===== src/rtl/dsp_chain_pkg.sv =====
// Shared constants and types for the fp16 sum-of-products chain and its result drain.
package dsp_chain_pkg;

    localparam int DSP_RESULT_W              = 32;
    localparam int FP16_SOP2_CHAIN4_LATENCY  = 4;

    typedef logic [DSP_RESULT_W-1:0] dsp_result_t;

    // Width needed to hold an occupancy value in the range 0..depth.
    function automatic int occ_w(input int depth);
        return $clog2(depth + 1);
    endfunction

endpackage


===== src/rtl/dsp_result_fifo.sv =====
// Result buffer for the chain drain: synchronous FIFO with first-word fall-through head.
module dsp_result_fifo
    import dsp_chain_pkg::*;
#(
    parameter int DATA_W = DSP_RESULT_W,
    parameter int DEPTH  = 8
) (
    input  logic              clk,
    input  logic              reset,
    input  logic              push,
    input  logic [DATA_W-1:0] push_data,
    input  logic              pop,
    output logic [DATA_W-1:0] head_data,
    output logic              full,
    output logic              empty
);

    localparam int PTR_W = (DEPTH > 1) ? $clog2(DEPTH) : 1;
    localparam int CNT_W = occ_w(DEPTH);

    logic [DATA_W-1:0] mem_q [DEPTH];
    logic [PTR_W-1:0]  wr_ptr_q, wr_ptr_d;
    logic [PTR_W-1:0]  rd_ptr_q, rd_ptr_d;
    logic [CNT_W-1:0]  count_q, count_d;
    logic              push_ok;
    logic              pop_ok;

    function automatic logic [PTR_W-1:0] next_ptr(input logic [PTR_W-1:0] p);
        return (p == PTR_W'(DEPTH - 1)) ? '0 : p + PTR_W'(1);
    endfunction

    assign empty   = (count_q == '0);
    assign full    = (count_q == CNT_W'(DEPTH));
    assign push_ok = push && !full;
    assign pop_ok  = pop && !empty;

    always_comb begin
        wr_ptr_d = wr_ptr_q;
        rd_ptr_d = rd_ptr_q;
        count_d  = count_q;
        if (push_ok) begin
            wr_ptr_d = next_ptr(wr_ptr_q);
        end
        if (pop_ok) begin
            rd_ptr_d = next_ptr(rd_ptr_q);
        end
        case ({push_ok, pop_ok})
            2'b10:   count_d = count_q + CNT_W'(1);
            2'b01:   count_d = count_q - CNT_W'(1);
            default: count_d = count_q;
        endcase
    end

    always_ff @(posedge clk or negedge reset) begin
        if (!reset) begin
            wr_ptr_q <= '0;
            rd_ptr_q <= '0;
            count_q  <= '0;
        end else begin
            wr_ptr_q <= wr_ptr_d;
            rd_ptr_q <= rd_ptr_d;
            count_q  <= count_d;
        end
    end

    // Storage needs no reset: the head is masked to zero whenever the FIFO is empty.
    always_ff @(posedge clk) begin
        if (push_ok) begin
            mem_q[wr_ptr_q] <= push_data;
        end
    end

    assign head_data = empty ? '0 : mem_q[rd_ptr_q];

endmodule


===== src/rtl/dsp_chain_result_drain.sv =====
// Drain for the last DSP chain stage: tracks issues through the fixed latency, captures
// results into a FIFO and throttles issue with credits so no result is ever lost.
module dsp_chain_result_drain
    import dsp_chain_pkg::*;
#(
    parameter int DATA_W              = DSP_RESULT_W,
    parameter int LATENCY             = FP16_SOP2_CHAIN4_LATENCY,
    parameter int DEPTH               = 8,
    parameter bit CREDIT_CHECK_BYPASS = 1'b0,
    localparam int CNT_W              = occ_w(DEPTH)
) (
    input  logic              clk,
    input  logic              reset,
    input  logic              issue_valid,
    output logic              issue_ready,
    input  logic [DATA_W-1:0] chain_result,
    output logic              out_valid,
    input  logic              out_ready,
    output logic [DATA_W-1:0] out_data,
    output logic [CNT_W-1:0]  inflight,
    output logic              overflow_err
);

    logic [LATENCY-1:0] dly_q, dly_d;
    logic [CNT_W-1:0]   credits_q, credits_d;
    logic               issue_ready_q, issue_ready_d;
    logic               overflow_q, overflow_d;

    logic               accept;
    logic               capture;
    logic               pop;
    logic               credit_take;
    logic               credit_give;
    logic               fifo_full;
    logic               fifo_empty;

    // The bypass exists only so the full-FIFO drop path can be exercised deliberately.
    assign accept      = issue_valid && (issue_ready_q || CREDIT_CHECK_BYPASS);
    assign capture     = dly_q[LATENCY-1];
    assign pop         = out_valid && out_ready;
    assign credit_take = accept && (credits_q != '0);
    assign credit_give = pop && (credits_q != CNT_W'(DEPTH));

    always_comb begin
        dly_d = (dly_q << 1) | LATENCY'(accept);

        credits_d = credits_q;
        case ({credit_take, credit_give})
            2'b10:   credits_d = credits_q - CNT_W'(1);
            2'b01:   credits_d = credits_q + CNT_W'(1);
            default: credits_d = credits_q;
        endcase

        issue_ready_d = (credits_d != '0);
        overflow_d    = overflow_q || (capture && fifo_full);
    end

    always_ff @(posedge clk or negedge reset) begin
        if (!reset) begin
            dly_q         <= '0;
            credits_q     <= CNT_W'(DEPTH);
            issue_ready_q <= 1'b0;
            overflow_q    <= 1'b0;
        end else begin
            dly_q         <= dly_d;
            credits_q     <= credits_d;
            issue_ready_q <= issue_ready_d;
            overflow_q    <= overflow_d;
        end
    end

    dsp_result_fifo #(
        .DATA_W (DATA_W),
        .DEPTH  (DEPTH)
    ) u_fifo (
        .clk       (clk),
        .reset     (reset),
        .push      (capture),
        .push_data (chain_result),
        .pop       (pop),
        .head_data (out_data),
        .full      (fifo_full),
        .empty     (fifo_empty)
    );

    assign out_valid    = !fifo_empty;
    assign issue_ready  = issue_ready_q;
    assign overflow_err = overflow_q;
    assign inflight     = CNT_W'(DEPTH) - credits_q;

endmodule


===== config.mk =====
export PLATFORM = sky130hd
export DESIGN_NAME = dsp_chain_result_drain
export DESIGN_NICKNAME = d
export VERILOG_FILES = /design/src/rtl/dsp_chain_pkg.sv /design/src/rtl/dsp_result_fifo.sv /design/src/rtl/dsp_chain_result_drain.sv
export SDC_FILE = /design/constraint.sdc
export NUM_CORES = 1
export LEC_CHECK = 0
export ABC_AREA = 0
export CAP_MARGIN = 25
export CORE_MARGIN = 1.5
export CORE_UTILIZATION = 45
export DETAILED_ROUTE_END_ITERATION = 6
export SLEW_MARGIN = 5
export SYNTH_ARGS = -nofsm -noshare
export SYNTH_HDL_FRONTEND = slang
export SYNTH_HIERARCHICAL = 1
export SYNTH_SLANG_ARGS = --single-unit
export TNS_END_PERCENT = 30

===== constraint.sdc =====
create_clock -name clk -period 6.3 [get_ports clk]
set_clock_uncertainty 0.1 [all_clocks]
set_input_delay 0.63 -clock clk [delete_from_list [all_inputs] [get_ports clk]]
set_output_delay 0.63 -clock clk [all_outputs]
set_load 0.05 [all_outputs]

==> results by group <==
Run status
  • Outcome: completed

Power and ir drop
  • Leak: 4.34 nW
  • Power Density: 535 nW/um^2
  • Max rail drop VDD: 0.433 mV
  • Final Power: 6.99 mW

Clock network
  • Clock tree buffer depth: 3
  • PostCTS Resize Cnt: 0
  • TritonCTS clock tree: built
  • # Post-CTS Setup Buffers: 0
  • CTS Buf Count: 29
  • Clock slew at reported path FFs: 0.06 ns
  • Root Buffer: clkbuf_16
  • Hold buffer count at CTS: 0
  • # H-tree levels: 1
  • Clock latency on the worst-skew pair: between 0.5 and 0.6 ns
  • # clock sinks: roughly 280

Drt
  • Avg Vias per Cell: roughly 5.4
  • Total number of vias: 5190
  • Drt wl/cell: 22.7 um
  • Starting DRC count in detailed routing: between 300 and 400
  • Drt pass-1 iters: 5
  • Antenna viol nets, final: 0
  • DRC violations left: 0
  • WL final: ~22 mm

STA
  • Fin crit share: 68.0%
  • Setup Viol. Count Final: 0
  • Minimum clock period: ~4.3 ns
  • Max-slew headroom: approximately two fifths
  • Worst slew pin tran: 0.897 ns
  • Final hold violation count: 0
  • Max Fclk: 233 MHz
  • RSZ-0062 raised after global routing: false
  • Max-slew violations: 0
  • Sum Neg Setup Slack: 0 ns

Global routing
  • GRT Overall Usage: 17.4%
  • Largest net degree at the start of global routing: 50
  • First-pass GRT wire length: 33.5 mm
  • Vias in the first global route: 5768
  • Total gr overflow: 0
  • Antenna violations before repair: 0

Floorplan
  • Site Rows: 56
  • Die Span Y: 159 um
  • Core Area: 23700 um^2
  • I/O Pins: 75
  • Die Wd: 159 um
  • Initial Utilization: 46.1%
  • Die Area: 25200 um^2

Synthesis
  • Seq/Total Area, Yosys: 74.9%
  • Register bit count reported by yosys: 276
  • Number of flops mapped to enable cells by yosys: 256
  • Synthesized Nets: 564
  • Syn Std Cell Area: 10900 um^2
  • Synth Instances: between 500 and 600
  • Mapped Avg Cell Area: 21.2 um^2
  • Synth async-reset ratio: 7.25%
  • Synth Warn #: 6
  • Distinct cells, synth: 46
  • Ys flop type: edfxtp_1

Worst setup path
  • Crit path required time: approximately 5.6 ns
  • Crit Path Category: reg -> out
  • Crit path DAT: 3.55 ns
  • Setup crit end kind: output port
  • Crit Path Max Fanout: 30
  • Startpoint Class: flop

Placed design
  • Port buffer count: 74
  • Post-DP HPWL: 12.0 mm
  • Placer Congestion: about 0.75
  • Placed inst area: 12100 um^2

Layout
  • # fillers: 1847
  • Diode count: 0
  • Nets@finish: ~660
  • Fin area: 13100 um^2
  • Share of cells above drive strength 1: 22.4%
  • Synth-to-layout area growth: 19.5%

Flow run
  • Maxcap violations: 0

Worst hold path
  • Hold WC Path Type: in -> async
## area by class of cell
cell class              instances  area, um^2  share of cell area (%)
multi-input cells             209        2590                    19.8
flip-flops and latches        276        8200                    62.8
well taps                     319         399                    3.06
repair buffers                 91         908                    6.96
clock inverters                20         199                    1.52
inverters                       6        22.5                   0.172
clock buffers                  33         741                    5.67
## worst max-delay path, stage by stage, from the launching register on
cell and delay, ns:
dfrtp_4 0.71, buf_16 0.29, buf_4 0.43, mux4_2 0.55
mux2i_1 0.18, nor2_1 0.07, clkdlybuf4s50_1 0.73
## path summary, 6_finish.rpt
path | slack, ns | endpoint | start | depth (start not counted)
hold reg to reg | 0.26 | dly_q[2]$_DFF_PN0_ | dly_q[1]$_DFF_PN0_ | 0
min in group clk | 0.26 | dly_q[2]$_DFF_PN0_ | dly_q[1]$_DFF_PN0_ | 0
max in group asynchronous | 5.48 | credits_q[3]$_DFF_PN1_ | reset | 2
setup reg to reg | 2.69 | issue_ready$_DFF_PN0_ | u_fifo/count_q[1]$_DFFE_PN0P_ | 11
hold / removal | 0.18 | u_fifo/count_q[2]$_DFFE_PN0P_ | reset | 1
setup / recovery | 2.02 | out_data[6] | u_fifo/rd_ptr_q[0]$_DFFE_PN0P_ | 6
## placed cells by master (no fill, tap or decap), types with 2 or more instances in the layout
cell             Yosys  layout
a21o_1               3       3
and2_1               2       2
buf_4                1      14
bufinv_16            0       4
clkbuf_1             5       4
clkbuf_16            0      29
clkdlybuf4s50_1      0      74
clkinv_1             0       9
clkinv_2             0       4
dfrtp_1             19      16
dfrtp_2              0       2
edfxtp_1           256     256
ha_1                11      11
inv_1                5       5
inv_6                0       2
mux2_1               3       3
mux2i_1             33      33
mux4_2              63      63
nand2_1              4       4
nand2b_1             6       6
nand3b_1             2       2
nor2_1              37      34
nor2_4               0       3
nor3_1              11       7
nor3_2               0       4
o21ai_1              2       2
xnor2_1              7       7
xor2_1               3       3
## per-stage QoR
stage | utilization (%) | worst slack (ns) | hold WS (ns) | instances
4_1_cts | 54.9 | 1.72 | 0.262 | 951
3_3_place_gp | 50.9 | 2.34 | 0.235 | 898
2_1_floorplan | - | 1.73 | 0.231 | 516
5_1_grt | 55.1 | 1.77 | 0.167 | 954
6_report | 55.1 | 2.02 | 0.177 | 954
3_5_place_dp | 50.9 | 2.31 | 0.236 | 898
## registers in the layout, indices dropped and copies added (netlist names)
signal	count
u_fifo/wr_ptr_q	3
dly_q	4
u_fifo/count_q	4
u_fifo/mem_q	256
overflow_err	1
credits_q	4
u_fifo/rd_ptr_q	3
issue_ready	1
## routing by layer
metal / track usage (%) / wire length, um
met4: 4.50 / 381
met3: 3.13 / 1140
met2: 29.4 / 10800
met1: 23.5 / 9300
met5: 0 / 0
## Yosys cell counts (2+ instances only)
cell      count  area [um^2]
edfxtp_1    256         7690
mux4_2       63         1420
nor2_1       37          139
mux2i_1      33          330
dfrtp_1      19          475
buf_2        13         65.1
ha_1         11          138
nor3_1       11         55.1
xnor2_1       7         61.3
nand2b_1      6         37.5
clkbuf_1      5         18.8
inv_1         5         18.8
nand2_1       4         15.0
a21o_1        3         22.5
buf_6         3         33.8
mux2_1        3         33.8
xor2_1        3         26.3
and2_1        2         12.5
buf_8         2         30.0
nand3b_1      2         15.0
nor4_1        2         12.5
o21ai_1       2         10.0
## power by group
part           switching [mW]  total [mW]  internal, mW
clock                   0.669        1.67          1.00
sequential              0.203        2.51          2.31
combinational            1.69        2.80          1.11
## cell families (layout without fill, tap and decap cells)
logic type | after synthesis | in the layout | share of synthesized area, %
xor gates and xnor gates | 10 | 10 | 0.801
and+or+nand+nor | 71 | 71 | 3.29
buffers and inverters | 31 | 150 | 1.81
adders and majority gates | 12 | 12 | 1.44
muxes | 101 | 101 | 16.7
DFF | 276 | 276 | 74.9
AOI/OAI and AO/OA | 15 | 15 | 1.08
Power figures use the tool's default switching activity.
